### src/rtl/shift_agc_pkg.sv
// Shared definitions for the shift_agc automatic gain control block:
// the controller state encoding and the "no MSB found" sentinel.
package shift_agc_pkg;

  // Controller phases: accumulate a block, evaluate its peak, apply the new shift.
  typedef enum logic [1:0] {
    ACCUM = 2'd0,
    EVAL  = 2'd1,
    APPLY = 2'd2
  } agc_state_t;

  // Index reported when a block peak is zero. Cast to the index width it
  // becomes all-ones, which can never be a real bit position.
  localparam int NO_MSB = -1;

endpackage : shift_agc_pkg

### src/rtl/shift_agc_msb_index.sv
// Combinational priority encoder: index of the highest set bit of vec,
// plus a flag that is set when vec has no bits set at all.
module shift_agc_msb_index
  import shift_agc_pkg::*;
#(
  parameter int W     = 39,
  parameter int IDX_W = 6
) (
  input  logic [W-1:0]     vec,
  output logic [IDX_W-1:0] idx,
  output logic             zero
);

  // Ascending scan so the highest set bit is the last one to write idx.
  always_comb begin
    idx  = '0;
    zero = ~|vec;
    for (int i = 0; i < W; i++) begin
      if (vec[i]) idx = IDX_W'(i);
    end
  end

endmodule : shift_agc_msb_index

### src/rtl/shift_agc.sv
// Automatic gain control for a word-select shifter. Watches the wide signed
// accumulator samples, ORs their magnitudes over fixed blocks, and steers
// the shift so the OUT_W-bit window holds the peak without clipping.
// Attack is immediate; decay is one step after HOLD quiet blocks.
//
// Interface semantics: en is a valid-only strobe with no back-pressure.
// A sample is consumed on every ck edge where en=1 and rst=0; the block
// is always ready, including while a previous block is being evaluated.
module shift_agc
  import shift_agc_pkg::*;
#(
  parameter int IN_W      = 40,
  parameter int OUT_W     = 16,
  parameter int SHIFT_W   = 5,
  parameter int BLOCK_W   = 10,
  parameter int HOLD      = 4,
  parameter int MAX_SHIFT = 24
) (
  input  logic               ck,
  input  logic               rst,
  input  logic               en,
  input  logic [IN_W-1:0]    in,
  output logic [SHIFT_W-1:0] shift,
  output logic               update,
  output logic               clip,
  output logic [SHIFT_W:0]   peak_msb
);

  localparam int MAG_W  = IN_W - 1;
  localparam int PMSB_W = SHIFT_W + 1;

  // Controller phase; kept as a named signal so checkers can bind to it.
  agc_state_t state;

  logic [MAG_W-1:0]   mag;
  logic [MAG_W-1:0]   peak_acc;
  logic [MAG_W-1:0]   peak_hold;
  logic [BLOCK_W-1:0] count;
  logic               block_end;
  logic [PMSB_W-1:0]  clip_thr;
  logic               over;

  logic [PMSB_W-1:0]  p_idx;
  logic               p_zero;
  logic [PMSB_W-1:0]  p_excess;
  logic [SHIFT_W-1:0] req_c;
  logic [SHIFT_W-1:0] req;
  logic [7:0]         hold;
  logic [8:0]         hold_inc;

  // One's complement magnitude: cannot overflow on the most negative input.
  assign mag = in[IN_W-1] ? ~in[MAG_W-1:0] : in[MAG_W-1:0];

  // The window holds bits up to shift+OUT_W-2 plus sign; anything at or
  // above shift+OUT_W-1 would clip at the current shift.
  assign clip_thr = PMSB_W'(shift) + PMSB_W'(OUT_W - 1);
  assign over     = |(mag >> clip_thr);

  assign block_end = en && (count == {BLOCK_W{1'b1}});

  // Peak of the completed block, looked at during EVAL.
  shift_agc_msb_index #(
    .W     (MAG_W),
    .IDX_W (PMSB_W)
  ) u_msb (
    .vec  (peak_hold),
    .idx  (p_idx),
    .zero (p_zero)
  );

  // Requested shift: how far the peak MSB sits above the top magnitude bit
  // of the window, floored at 0 and clamped to MAX_SHIFT.
  always_comb begin
    p_excess = '0;
    req_c    = '0;
    if (!p_zero && (p_idx > PMSB_W'(OUT_W - 2))) begin
      p_excess = p_idx - PMSB_W'(OUT_W - 2);
      if (p_excess > PMSB_W'(MAX_SHIFT)) req_c = SHIFT_W'(MAX_SHIFT);
      else                               req_c = p_excess[SHIFT_W-1:0];
    end
  end

  assign hold_inc = {1'b0, hold} + 9'd1;

  // Sample path: block peak accumulation, sample counting and clip flag.
  // Runs in every phase so samples arriving during EVAL/APPLY are kept.
  always_ff @(posedge ck) begin
    if (rst) begin
      peak_acc  <= '0;
      peak_hold <= '0;
      count     <= '0;
      clip      <= 1'b0;
    end else begin
      clip <= en && over;
      if (en) begin
        if (block_end) begin
          peak_hold <= peak_acc | mag;
          peak_acc  <= '0;
          count     <= '0;
        end else begin
          peak_acc <= peak_acc | mag;
          count    <= count + 1'b1;
        end
      end
    end
  end

  // Gain controller: evaluate the latched peak, then attack or decay shift.
  always_ff @(posedge ck) begin
    if (rst) begin
      state    <= ACCUM;
      shift    <= SHIFT_W'(MAX_SHIFT);
      update   <= 1'b0;
      peak_msb <= PMSB_W'(NO_MSB);
      hold     <= '0;
      req      <= '0;
    end else begin
      update <= 1'b0;
      case (state)
        ACCUM: begin
          if (block_end) state <= EVAL;
        end
        EVAL: begin
          peak_msb <= p_zero ? PMSB_W'(NO_MSB) : p_idx;
          req      <= req_c;
          state    <= APPLY;
        end
        APPLY: begin
          if (req > shift) begin
            // Louder block: jump straight to the required shift.
            shift  <= req;
            hold   <= '0;
            update <= 1'b1;
          end else if (req < shift) begin
            // Quieter block: only step down after HOLD in a row.
            if (hold_inc == 9'(HOLD)) begin
              shift  <= shift - 1'b1;
              hold   <= '0;
              update <= 1'b1;
            end else begin
              hold <= hold_inc[7:0];
            end
          end else begin
            hold <= '0;
          end
          state <= ACCUM;
        end
        default: state <= ACCUM;
      endcase
    end
  end

endmodule : shift_agc

### config.mk
export PLATFORM = sky130hd
export DESIGN_NAME = shift_agc
export DESIGN_NICKNAME = d
export VERILOG_FILES = /design/src/rtl/shift_agc_pkg.sv /design/src/rtl/shift_agc_msb_index.sv /design/src/rtl/shift_agc.sv
export SDC_FILE = /design/constraint.sdc
export NUM_CORES = 1
export LEC_CHECK = 0
export ABC_AREA = 1
export CORE_MARGIN = 3
export CORE_UTILIZATION = 30
export DETAILED_ROUTE_END_ITERATION = 10
export HOLD_SLACK_MARGIN = 0.05
export PLACE_DENSITY = 0.44
export SLEW_MARGIN = 25
export SYNTH_ARGS = -nofsm -noshare
export SYNTH_HDL_FRONTEND = slang
export SYNTH_SLANG_ARGS = --single-unit
### constraint.sdc
create_clock -name ck -period 5 [get_ports ck]
set_input_delay 0.75 -clock ck [delete_from_list [all_inputs] [get_ports ck]]
set_output_delay 0.75 -clock ck [all_outputs]
set_load 0.01 [all_outputs]
==> flow_summary_export.csv <==
group,metric,value,unit
status,outcome,"finished clean",
grt,grt_util_all_layers,15.0,%
drt,drc_errors,0,
power_and_ir_drop,ir_worst_vdd,0.000242,V
layout,antennaDiodeCount,0,
logic_synthesis,synth.avg_cell_area,7.29,µm²
critical_path,crit_required,5.30,ns
cts,cts_setup_buffers,0,
power_and_ir_drop,p_leak,2.85,nW
layout,fill_cells,1906,
critical_path,critPathMaxStageDelay,0.58,ns
grt,grt_pass1_vias,4849,
logic_synthesis,ys_ff_latch,116,
timing,finalWorstSetupSlack,1.82,ns
hold_path,min_path_type,"reg -> reg",
power_and_ir_drop,p_per_area,352,nW/µm²
logic_synthesis,ys_types,38,
cts,clk_pin_slew,0.05,ns
cts,cts_sinks,116,
logic_synthesis,netlist_instances,780,
floorplanning,dieWidth,144,µm
timing,worst_pin_slew,0.665,ns
drt,first_pass_iters,4,
placement,place.gp.congestion,0.823,
critical_path,worst_ep_arrival_time,3.48,ns
placement,portBuffers,55,
cts,cts.repair.resized,0,
placement,pre_cts_slack,1.79,ns
cts,cts_tree,"done",
floorplanning,initial_utilization,31.1,%
logic_synthesis,yosys_warnings,0,
floorplanning,core,18300,µm²
job,max_cap_violations,0,
drt,wl_per_cell,14.0,µm
grt,gr-total-overflow,0,
layout,syn_to_final_growth,24.9,%
grt,met2_usage,23.3,%
grt,met3_usage,3.63,%
critical_path,crit_fanout,9,
floorplanning,num_io_pins,56,
critical_path,start_kind,"flip-flop",
timing,max_freq,0.315,GHz
grt,use_met1,21.0,%
timing,rsz0062_at_grt,"no",
logic_synthesis,synthTopCellsByArea,"dfxtp_1 (41%), nand2_1 (8.1%), inv_1 (7.1%), a21oi_1 (6.3%), xnor2_1 (6.2%)",
timing,finalHoldViolCount,0,
timing,tns,0,ns
timing,period_share,63.6,%
logic_synthesis,synthesis.area,5690,µm²
drt,vias,5030,
critical_path,path_cells,"clkinv_1, ha_1, nand2_1, nor2_1, nand2_1, o211ai_1, nand2_1, o21ai_1, inv_2, a211oi_1",
critical_path,slowest_stage,"o21ai_1",
timing,setup_viol,0,
logic_synthesis,mappedNetlistNets,832,
floorplanning,rows,49,
layout,final_nets,882,
floorplanning,dieHeight,144,µm
logic_synthesis,synth_edf_count,0,
drt,drtIter0Drc,286,
critical_path,crit_buf_inv,2,
logic_synthesis,yosysSeqAreaShare,40.8,%
grt,grt_max_degree,45,
logic_synthesis,async_reset_ff_share,0,%
cts,post_cts_hold_buffer_count,0,
critical_path,crit_top_cell,"nand2_1",
timing,period_minus_slack,3.18,ns
critical_path,end_kind,"flip-flop",
placement,place_hpwl,10500,µm
floorplanning,dieArea,20600,µm²
cts,cts_buffer_depth,2,
drt,viasPerCell,4.69,
logic_synthesis,yosysTopAreaCell,"dfxtp_1",
drt,postRouteAntennaNets,0,
cts,clk_latency,0.41,ns
power_and_ir_drop,finalPower,2.50,mW
cts,root_buffer,"clkbuf_16",
grt,antenna_found_initial,0,
logic_synthesis,synth_ff_type,"dfxtp_1",
logic_synthesis,synth_top_area_share,40.8,%
cts,htreeDepth,4,
grt,grt_pass1_wl,24700,µm
critical_path,path_delay_family,"compound AO/OA/AOI/OAI gates",
timing,slew_violations,0,
timing,fin_skew,0.00790,ns
critical_path,critPathKind,"reg -> reg",
timing,maxSlewHeadroom,55.6,%
layout,drive_gt1_share,8.90,%
drt,wirelength,15000,µm
cts,cts_buffers,17,
grt,busiest_layer,"met2",
## path summary, 6_finish.rpt
check | from | slack (ns) | cells past startpoint | to
max | shift[1] | 1.82 | 10 | shift[1]
min | state[1] | 0.44 | 1 | state[0]
max reg2reg | shift[1] | 1.82 | 10 | shift[1]
min reg2reg | state[1] | 0.44 | 1 | state[0]
## stage by stage
step / utilization (%) / hold WS [ns] / instances / area [µm²]
after global placement: 35.3 / 0.415 / 1040 / 6440
after floorplan: - / 0.400 / 780 / 5690
after CTS: 38.9 / 0.437 / 1072 / 7100
after detailed placement: 35.3 / 0.420 / 1040 / 6440
final: 38.9 / 0.441 / 1072 / 7100
after global routing: 38.9 / 0.459 / 1072 / 7100
## power by group
| group | total, mW | leakage, nW | switching [mW] | internal, mW |
|---|---|---|---|---|
| sequential | 0.960 | 0.944 | 0.00717 | 0.953 |
| clock | 1.35 | 0.315 | 0.438 | 0.909 |
| combinational | 0.189 | 1.59 | 0.104 | 0.0849 |
| total | 2.50 | 2.85 | 0.549 | 1.95 |
## Yosys cell counts (all sizes together), types with 2 or more instances
library cell / instances
o211ai: 8
a22oi: 2
a31oi: 40
buf: 6
inv: 113
dfxtp: 116
nand3b: 2
clkinv: 6
nand2: 125
a21oi: 72
nand4: 4
nor3: 9
o21ai: 57
ha: 9
nor2: 55
clkbuf: 25
and3: 2
nor4: 7
xnor2: 40
or2: 35
nor3b: 2
xor2: 10
nand3: 25
a211oi: 4
## routing by layer
metal,share of wire [%],vias to the layer above
met2,45,77
met5,0,-
met1,52,2300
met4,0.40,0
li1,-,2649
met3,3.3,4
## state kept, by name, indices dropped and copies added, names as in the netlist
| name | count |
|---|---|
| clip | 1 |
| shift | 5 |
| update | 1 |
| req | 5 |
| hold | 8 |
| peak_acc | 39 |
| count | 10 |
| state | 2 |
| peak_hold | 39 |
| peak_msb | 6 |
## cell families after synthesis
| family | Yosys count | synth area share (%) |
|---|---|---|
| AOI/OAI and AO/OA | 189 | 18.5 |
| xor gates and xnor gates | 50 | 7.70 |
| and+or+nand+nor | 266 | 20.9 |
| adders and majority gates | 9 | 1.98 |
| buffers and inverters | 150 | 10.1 |
| DFF | 116 | 40.8 |
## worst reg2reg max path, cell delays in order (launching register included)
cell	delay, ns
dfxtp_1	0.53
clkinv_1	0.41
ha_1	0.42
nand2_1	0.05
nor2_1	0.12
nand2_1	0.06
o211ai_1	0.21
nand2_1	0.30
o21ai_1	0.58
inv_2	0.11
a211oi_1	0.29
## area by class of cell
cell class | count | area, µm² | share of cell area (%)
Inverter | 119 | 448 | 6.31
Multi-Input combinational cell | 514 | 2790 | 39.2
Clock buffer | 19 | 453 | 6.38
Timing Repair Buffer | 62 | 598 | 8.42
Tap cell | 229 | 287 | 4.04
Sequential cell | 116 | 2320 | 32.7
Clock inverter | 13 | 205 | 2.89
## placed cells by master (no fill, tap or decap), types with 8 or more instances in the layout
master           instances
a21oi_1                 72
a31oi_1                 40
clkbuf_16               17
clkdlybuf4s50_1         54
dfxtp_1                116
ha_1                     9
inv_1                  107
nand2_1                123
nand3_1                 24
nor2_1                  55
nor3_1                   9
o211ai_1                 8
o21ai_0                 51
or2_1                   10
or2_2                   25
xnor2_1                 40
xor2_1                  10
No activity file was read; power rests on OpenSTA's default activity.
==> variant 1: new RTL, same flow settings <==
Reset style: asynchronous (`rst`), changed in 2 clocked blocks.
--- a/src/rtl/shift_agc.sv
+++ b/src/rtl/shift_agc.sv
@@ -86,3 +86,3 @@
   // Runs in every phase so samples arriving during EVAL/APPLY are kept.
-  always_ff @(posedge ck) begin
+  always_ff @(posedge ck or posedge rst) begin
     if (rst) begin
@@ -108,3 +108,3 @@
   // Gain controller: evaluate the latched peak, then attack or decay shift.
-  always_ff @(posedge ck) begin
+  always_ff @(posedge ck or posedge rst) begin
     if (rst) begin
Formal check against the unedited RTL: same outputs for any inputs over 10 cycles, from zero or initial values and one cycle with rst high; that may be too few to reach the edited logic, so the function may still have changed.
==> variant 1 against the original RTL <==
Clock power rose by 4%. Wire length fell by 0.79%. Fmax rose by 7.0%. Design area rose by 9.0%. Total power rose by 4.7%. Area after synthesis rose by 9.3%. Non-clock buffer count fell by 1. Setup slack improved by 0.21 ns. Global-route usage fell by 0.66 points. Cell count rose by 7.0%. Count of clock-buffer cells in the layout rose by 5. Sequential cell count did not move. Largest cell class is now flip-flops and latches. Highest routed layer unchanged.
==> variant 1: results (changes against the original RTL) <==
hold_path:
  holdPathStages: 1  # unchanged
cells_and_area:
  nonClkBufAreaFrac_pct: 7.79  # -0.63 points
  signal_buffers: 61  # -1.6%
  drive_above_1_share_pct: 6.96  # -1.9 points
  multi_input_area_share_pct: 33.6  # -5.6 points
  clockNetworkAreaShare_pct: 8.75  # -0.52 points
  nFillCells: 2147  # +13%
  seq_share_pct: 37.6  # +4.9 points
  multi_input_comb_cells: 507  # -1.4%
power:
  pg_comb_uw: 206  # +9%
  powerClk_uw: 1410  # +4%
  leakagePower_uw: 0.00357  # +25%
  pg_seq_uw: 996  # +3.7%
  vdd_drop_max_v: 0.000173  # -28%
  switching_share_pct: 22.1  # +0.13 points
critical_path:
  worstReg2RegStart: "peak_hold[3]"
  crit_fanout: 44  # +35
  critical_path_class: "primary input to register"
  worstRegToRegCells: 27  # +17
  startpoint: "en"
  critical_path_arrival_ns: 3.26  # -0.22 ns
global_routing:
  grt_max_degree: 51  # +13%
  first_global_vias: 5064  # +4.4%
  grt_usage_pct: 14.4  # -0.66 points
routing:
  wl_met1_mm: 7.67  # -1.4%
  first_pass_iters: 5  # +1
  met3WireLength_um: 478  # -4.6%
  dr_wl_met2_mm: 6.57  # -2.1%
synth:
  ys_top_cells_by_area: "dfrtp_1 44%, inv_1 9.4%, nand2_1 9.2%"
  synth_sequential_area_ratio_pct: 46.9  # +6.0 points
  synth_cell_types: 35  # -7.9%
  synth_nets: 861  # +3.5%
  ys_async_sr_fraction_pct: 100  # +100 points
placement:
  place_congestion: 0.811  # -1.5%
  hpwlAfterDp_mm: 10.6  # +1.0%
timing:
  relSlewSlack_pct: 52.4  # -3.3 points
outcome:
  status: "finished clean"
## variant 1: changes by cell type after synthesis, moves of 26 or more
cell / change
a21oi_1: -26
dfxtp_1: -116
inv_1: +48
dfrtp_1: +108
a31oi_1: -28
nand2_1: +29
nor2_1: +29
## variant 1: path summary, 6_finish.rpt
path / end / slack, ns
setup / recovery: peak_hold[20] / 2.03
hold / removal: state[0] / 0.42
setup reg to reg: req[3] / 2.09
hold reg to reg: state[0] / 0.42
max in group asynchronous: shift[3] / 3.26
min in group asynchronous: req[4] / 0.77
## variant 1: logic make-up after synthesis
logic type / after synthesis / share of synthesized area (%)
buffers and inverters: 186 / 11.3
DFF: 116 / 46.9
AOI/OAI and AO/OA: 138 / 12.1
xor gates and xnor gates: 47 / 6.63
and+or+nand+nor: 310 / 20.8
adders and majority gates: 9 / 1.81
muxes: 3 / 0.524
## variant 1: metal layers
layer / track usage (%) / vias to the layer above
met2: 22.3 / 62
met1: 19.7 / 2263
met4: 4.67 / 0
met5: 0 / -
li1: - / 2641
met3: 3.48 / 10
## variant 1: worst max-delay path, stage by stage
cell             delay (ns)
clkdlybuf4s50_1        0.56
clkinv_1               0.08
buf_4                  0.30
nor3_1                 0.49
nand2_2                0.39
buf_4                  0.38
nor3b_1                0.24
a21oi_1                0.06
## variant 1: through the flow
stage | cells | hold WS, ns | instance area (um^2) | worst slack, ns | util [%]
after global placement | 1114 | 0.433 | 7040 | 1.70 | 34.7
final | 1147 | 0.424 | 7740 | 2.03 | 38.1
after CTS | 1147 | 0.435 | 7740 | 2.02 | 38.1
after detailed placement | 1115 | 0.429 | 7060 | 1.59 | 34.8
after floorplan | 809 | 0.410 | 6210 | 1.19 | -
after global routing | 1147 | 0.457 | 7740 | 1.63 | 38.1
==> variant 2: new RTL, same flow settings <==
Made on the original files. Change the parameter `IN_W` from 40 to 60.
--- a/src/rtl/shift_agc.sv
+++ b/src/rtl/shift_agc.sv
@@ -11,3 +11,3 @@
 #(
-  parameter int IN_W      = 40,
+  parameter int IN_W      = 60,
   parameter int OUT_W     = 16,
Ports: changed (resized in); port bits go from 56 to 76. The function was not compared with the original's and may differ.
==> variant 2 against the original RTL <==
Via count grew 64%. Clock skew grew 0.00067 ns. Setup slack lost 0.75 ns. Wire length grew 65%. Sequential cell count grew 40. Total power grew 18%. Core utilization shrank 2.7 points. Fmax shrank 19%. Area after synthesis grew 55%. Sequential share of layout area shrank 2.8 points. Design area grew 47%. Largest cell class unchanged.
==> variant 2: results (changes against the original RTL) <==
synth:
  synth_cell_types: 44  # +16%
  ys_top_cells_by_area: "dfxtp_1 35%, nand2_1 15%, inv_1 7.8%"
  netlist_instances: 1341  # +72%
  synthTopCellsByCount: "347 x nand2_1, 182 x inv_1, 156 x dfxtp_1, 90 x a21oi_1, 89 x nor2_1"
placement:
  portBuffers: 75  # +36%
  dp_slack_ns: 1.04  # -0.754 ns
  dpl_cell_area_mm2: 0.00986  # +53%
  place_congestion: 0.778  # -5.5%
routing:
  vias: 8266  # +64%
  met3WireLength_um: 710  # +42%
  dr_wl_met2_mm: 11.5  # +71%
  routed_wl_mm: 24.9  # +65%
  vias_per_cell: 4.68  # -0.36%
power:
  leakagePower_uw: 0.00435  # +53%
  comb_power_share_pct: 10.6  # +3.0 points
  vdd_drop_max_v: 0.000219  # -9.7%
timing:
  relSlewSlack_pct: 37.8  # -18 points
  whs_ns: 0.422  # -0.0188 ns
  skew_ns: 0.00857  # +0.000669 ns
critical_path:
  worstRegToRegCells: 37  # +27
  startpoint: "peak_hold[2]"
  r2r_slack_ns: 1.07  # -0.75 ns
  critical_path.top_delay_family: "simple AND/OR/NAND/NOR gates"
  slowest_delay_ns: 0.36  # -0.22 ns
  crit_fanout: 5  # -4
cells_and_area:
  largestRegisters: "peak_acc (59), peak_hold (59), count (10)"
  nFillCells: 3180  # +67%
  drive_above_1_share_pct: 6.43  # -2.5 points
outcome:
  status: "finished clean"
global_routing:
  grt_usage_pct: 16.3  # +1.3 points
  first_global_vias: 7722  # +59%
  grt_max_degree: 89  # +98%
  grt_pass1_wl_mm: 41.0  # +66%
cts:
  clk_latency_ns: 0.43  # +0.02 ns
-- variant 2: cell families (layout without fill, tap and decap cells) --
family          count (synthesis)  count (layout)  share of synthesized area [%]
flops                         156             156                           35.4
xor+xnor                       43              43                           4.27
compound gates                281             281                           19.4
simple gates                  590             590                           28.3
fa+ha+maj                       9               9                           1.28
buf+inv                       259             302                           11.0
mux                             3               3                          0.341
-- variant 2: final cells by class --
cell class / count / area, um^2 / share of cell area [%]
clock buffers: 18 / 429 / 4.11
clock inverters: 11 / 149 / 1.43
inverters: 189 / 709 / 6.80
multi-input cells: 926 / 4730 / 45.3
flip-flops and latches: 156 / 3120 / 29.9
well taps: 384 / 480 / 4.60
repair buffers: 84 / 818 / 7.84
-- variant 2: per-layer routing --
metal	vias to the layer above	global-route usage, %
met2	101	27.3
met3	15	2.70
met5	-	0
li1	4415	-
met1	3735	22.4
met4	0	3.04
